## src/rtl/led_chase_pkg.sv

```systemverilog
// Shared types and constants for the two-dot LED chase checker.
// Optional bidirectional tracking is enabled by defining LED_CHASE_BIDIR_EN.
package led_chase_pkg;

  localparam int DEFAULT_WIDTH = 8;

  typedef enum logic [1:0] {
    SEARCH = 2'd0,
    ALIGN  = 2'd1,
    LOCK   = 2'd2
  } chase_state_e;

  localparam logic [1:0] FLT_NONE  = 2'd0;
  localparam logic [1:0] FLT_SHAPE = 2'd1;
  localparam logic [1:0] FLT_STEP  = 2'd2;
  localparam logic [1:0] FLT_STALL = 2'd3;

endpackage

```

## src/rtl/led_pattern_decode.sv

```systemverilog
// Combinational decoder: recognises rotl(2'b11, k) on the LED bus and reports k.
module led_pattern_decode
  import led_chase_pkg::*;
#(
  parameter int WIDTH = DEFAULT_WIDTH
) (
  input  logic [WIDTH-1:0]         led,
  output logic                     shape_ok,
  output logic [$clog2(WIDTH)-1:0] k
);

  localparam int K_W = $clog2(WIDTH);

  logic [WIDTH-1:0] hit;

  // One exact-match comparator per rotation; the last one is the MSB/LSB wrap.
  genvar gi;
  for (gi = 0; gi < WIDTH; gi++) begin : g_pat
    localparam logic [WIDTH-1:0] PAT = (WIDTH'(1) << gi) | (WIDTH'(1) << ((gi + 1) % WIDTH));
    assign hit[gi] = (led == PAT);
  end

  always_comb begin
    shape_ok = |hit;
    k        = '0;
    for (int i = 0; i < WIDTH; i++) begin
      if (hit[i]) k = K_W'(i);
    end
  end

endmodule

```

## config.mk

```make
export PLATFORM = sky130hd
export DESIGN_NAME = led_pattern_decode
export DESIGN_NICKNAME = d
export VERILOG_FILES = /design/src/rtl/led_chase_pkg.sv /design/src/rtl/led_pattern_decode.sv
export SDC_FILE = /design/constraint.sdc
export NUM_CORES = 1
export LEC_CHECK = 0
export ABC_AREA = 1
export CORE_AREA = 5 5 42 44
export DETAILED_ROUTE_END_ITERATION = 7
export DIE_AREA = 0 0 47 49
export GPL_TIMING_DRIVEN = 0
export SETUP_SLACK_MARGIN = 0.15
export SYNTH_ARGS = -nofsm -noshare
export SYNTH_HDL_FRONTEND = slang
export SYNTH_SLANG_ARGS = --single-unit
export TNS_END_PERCENT = 5
```

## constraint.sdc

```tcl
create_clock -name vclk -period 1.1
set_input_delay 0.22 -clock vclk [all_inputs]
set_output_delay 0.22 -clock vclk [all_outputs]
set_load 0.05 [all_outputs]
```

==> summary.txt <==
Logic synthesis
  • Yosys Warn Count: 0
  • Syn Area/Cell: 4.66 µm²
  • Netlist Area Pre-Place: 289 µm²
  • Yosys cell types: 11
  • Synth Instances: 62
  • Area leader, netlist: nand2_1
  • Most frequent cell after synthesis: nand2_1
  • Post-synth top area share: 0.286
  • Post-Syn Nets: 70
  • Area contributors post-synth: nand2_1, nor2_1, nand2_4
  • Top cells by count, synth: nand2_1, nor2_1, inv_2
  • Seq/Total Area, Yosys: 0

Pwr
  • Gate power share: 1.000
  • Switch Pwr: 0.0000946 W
  • PwrDens: 291 nW/µm²
  • Leak: 0.301 nW
  • Seq pwr share: 0
  • VDD IR-drop max: 0.142 mV
  • Switching share of power: 0.514
  • Internal power: 0.0000894 W
  • Clock power frac: 0

Floorplan
  • FP Rows: 14
  • Die height: 49 µm
  • Ports: 12
  • Die area: 2300 µm²
  • Chip width: 47 µm
  • Starting density of the core: 0.206
  • Core Area: 1400 µm²

Timing
  • Worst-Margin Slew: 0.123 ns
  • Fin. Hold Viols: 0
  • Setup violators final: 4
  • RSZ-0062 raised after global routing: yes
  • Max transition margin: 0.918
  • Max-slew violations: 0
  • Aggregate negative setup slack: -0.347 ns
  • Final Cycle Share: 1.10
  • Fmax: 0.825 GHz
  • Min cycle time layout: 1.21 ns
  • Final worst setup slack: -0.112 ns

Critical path
  • CP max stage cell: buf_8
  • Most frequent CP cell: nand2_2
  • Worst path top cell family by delay: simple AND/OR/NAND/NOR gates
  • Worst Setup End Kind: output pin
  • Crit-path cells: buf_4 > nand2_2 > nor2_2 > nand2_2 > nand2_4 > nor2_4 > clkinvlp_4 > buf_8
  • WP data required: 0.88 ns
  • Arrival time at the worst endpoint: 0.99 ns
  • Number of buffer and inverter stages on the critical path: 3
  • CP max stage delay: 0.15 ns
  • Critical path startpoint category: input port
  • Crit Path Max Fanout: 3
  • CP Class: input port to output pin

Run status
  • Status: finished with violations
  • Failing checks: negative setup slack

Cells and area
  • Layout Nets: 86
  • Sequential cell count: 0
  • Area growth syn-to-layout: 119%
  • Register area: 0 µm²
  • CLK BUF: 0
  • Fraction of layout cells with a size suffix above 1: 0.553
  • # diodes: 0
  • Post-route cell area: 632 µm²

Placement
  • Placed cell areas: 539 µm²
  • GPL Wtd Cong: 0.713
  • Setup slack at placement: -1.34 ns
  • Port Buf Inserts: 12
  • Final HPWL from detailed placement: 631 µm

Detailed routing
  • DR vias: 366
  • WL/cell: 8.12 µm
  • First-pass iteration count of the detailed router: 4
  • Post-DRT Antenna Nets: 0
  • DR DRC count: 0
  • Initial DRC Count: 5
  • Routed wire length: 747 µm
  • Vias/cell: 3.98

Global route
  • Initial antenna violation count: 0
  • First-pass GRT wire length: 1.26 mm
  • Largest net degree at the start of global routing: 5
  • Grt ovf: 0
  • GRT Util Overall: 0.0667
  • Vias in the first global route: 313

Hold path
  • HP Class: input port to output pin

Clock network
  • Cts hold-fix bufs: 0

Flow run
  • Max_cap viols: 0
final cells by class:
class | instances | area, µm²
Inverter | 11 | 111
Fill cell | 155 | 769
Tap cell | 16 | 20.0
Multi-Input combinational cell | 51 | 305
Timing Repair Buffer | 14 | 195
power by group through the flow:
stage	Clock [W]	Combinational [W]	Sequential, W
floorplan	0	0.0000901	0
global placement	0	0.000155	0
detailed placement	0	0.000155	0
CTS	0	0.000176	0
global route	0	0.000197	0
finish	0	0.000184	0
worst paths after layout:
check,start,end,slack [ns],depth (start not counted)
worst max-delay path,led[7],k[2],-0.11,8
worst min-delay path,led[5],k[0],0.94,5
layer usage:
| layer | track usage | part of all wire | vias to the layer above |
|---|---|---|---|
| met1 | 0.100 | 0.39 | 144 |
| li1 | - | - | 212 |
| met5 | 0 | 0 | - |
| met3 | 0 | 0.092 | 0 |
| met2 | 0.111 | 0.52 | 10 |
| met4 | 0 | 0 | 0 |
tightest hold or removal path, delay by kind of cell:
family        cells  cell delay (ns)
simple gates      3             0.23
buf+inv           2             0.27
logic make-up (layout without fill, tap and decap cells):
| family | Yosys count | in the layout | share of synthesized area |
|---|---|---|---|
| AND/OR/NAND/NOR | 51 | 51 | 0.857 |
| buffers and inverters | 11 | 25 | 0.143 |
metrics by stage:
stage          utilization  total power (W)  hold slack [ns]  instances
6_report             0.451         0.000184            0.938         92
3_3_place_gp         0.385         0.000155             1.92         90
3_5_place_dp         0.385         0.000155             1.92         90
5_1_grt              0.451         0.000197            0.981         92
4_1_cts              0.430         0.000176            0.974         92
2_1_floorplan            -        0.0000901            0.845         62
repair_timing:
action,4_1_cts,5_1_grt
endpoints found under the setup margin,4,4
gates resized for setup,90,8
pin swaps,7,6
buffers inserted,2,0
layout by cell type (no fill, tap or decap):
cell         n
buf_12       3
buf_4        3
buf_6        2
buf_8        6
clkinvlp_4   1
inv_1        1
inv_12       3
inv_16       1
inv_2        1
inv_4        3
inv_6        1
nand2_1     17
nand2_2      7
nand2_4      3
nand2_8      2
nand3_1      1
nand3_2      1
nand3b_1     1
nand4_1      1
nor2_1      13
nor2_2       2
nor2_4       3
Power figures use the tool's default switching activity.
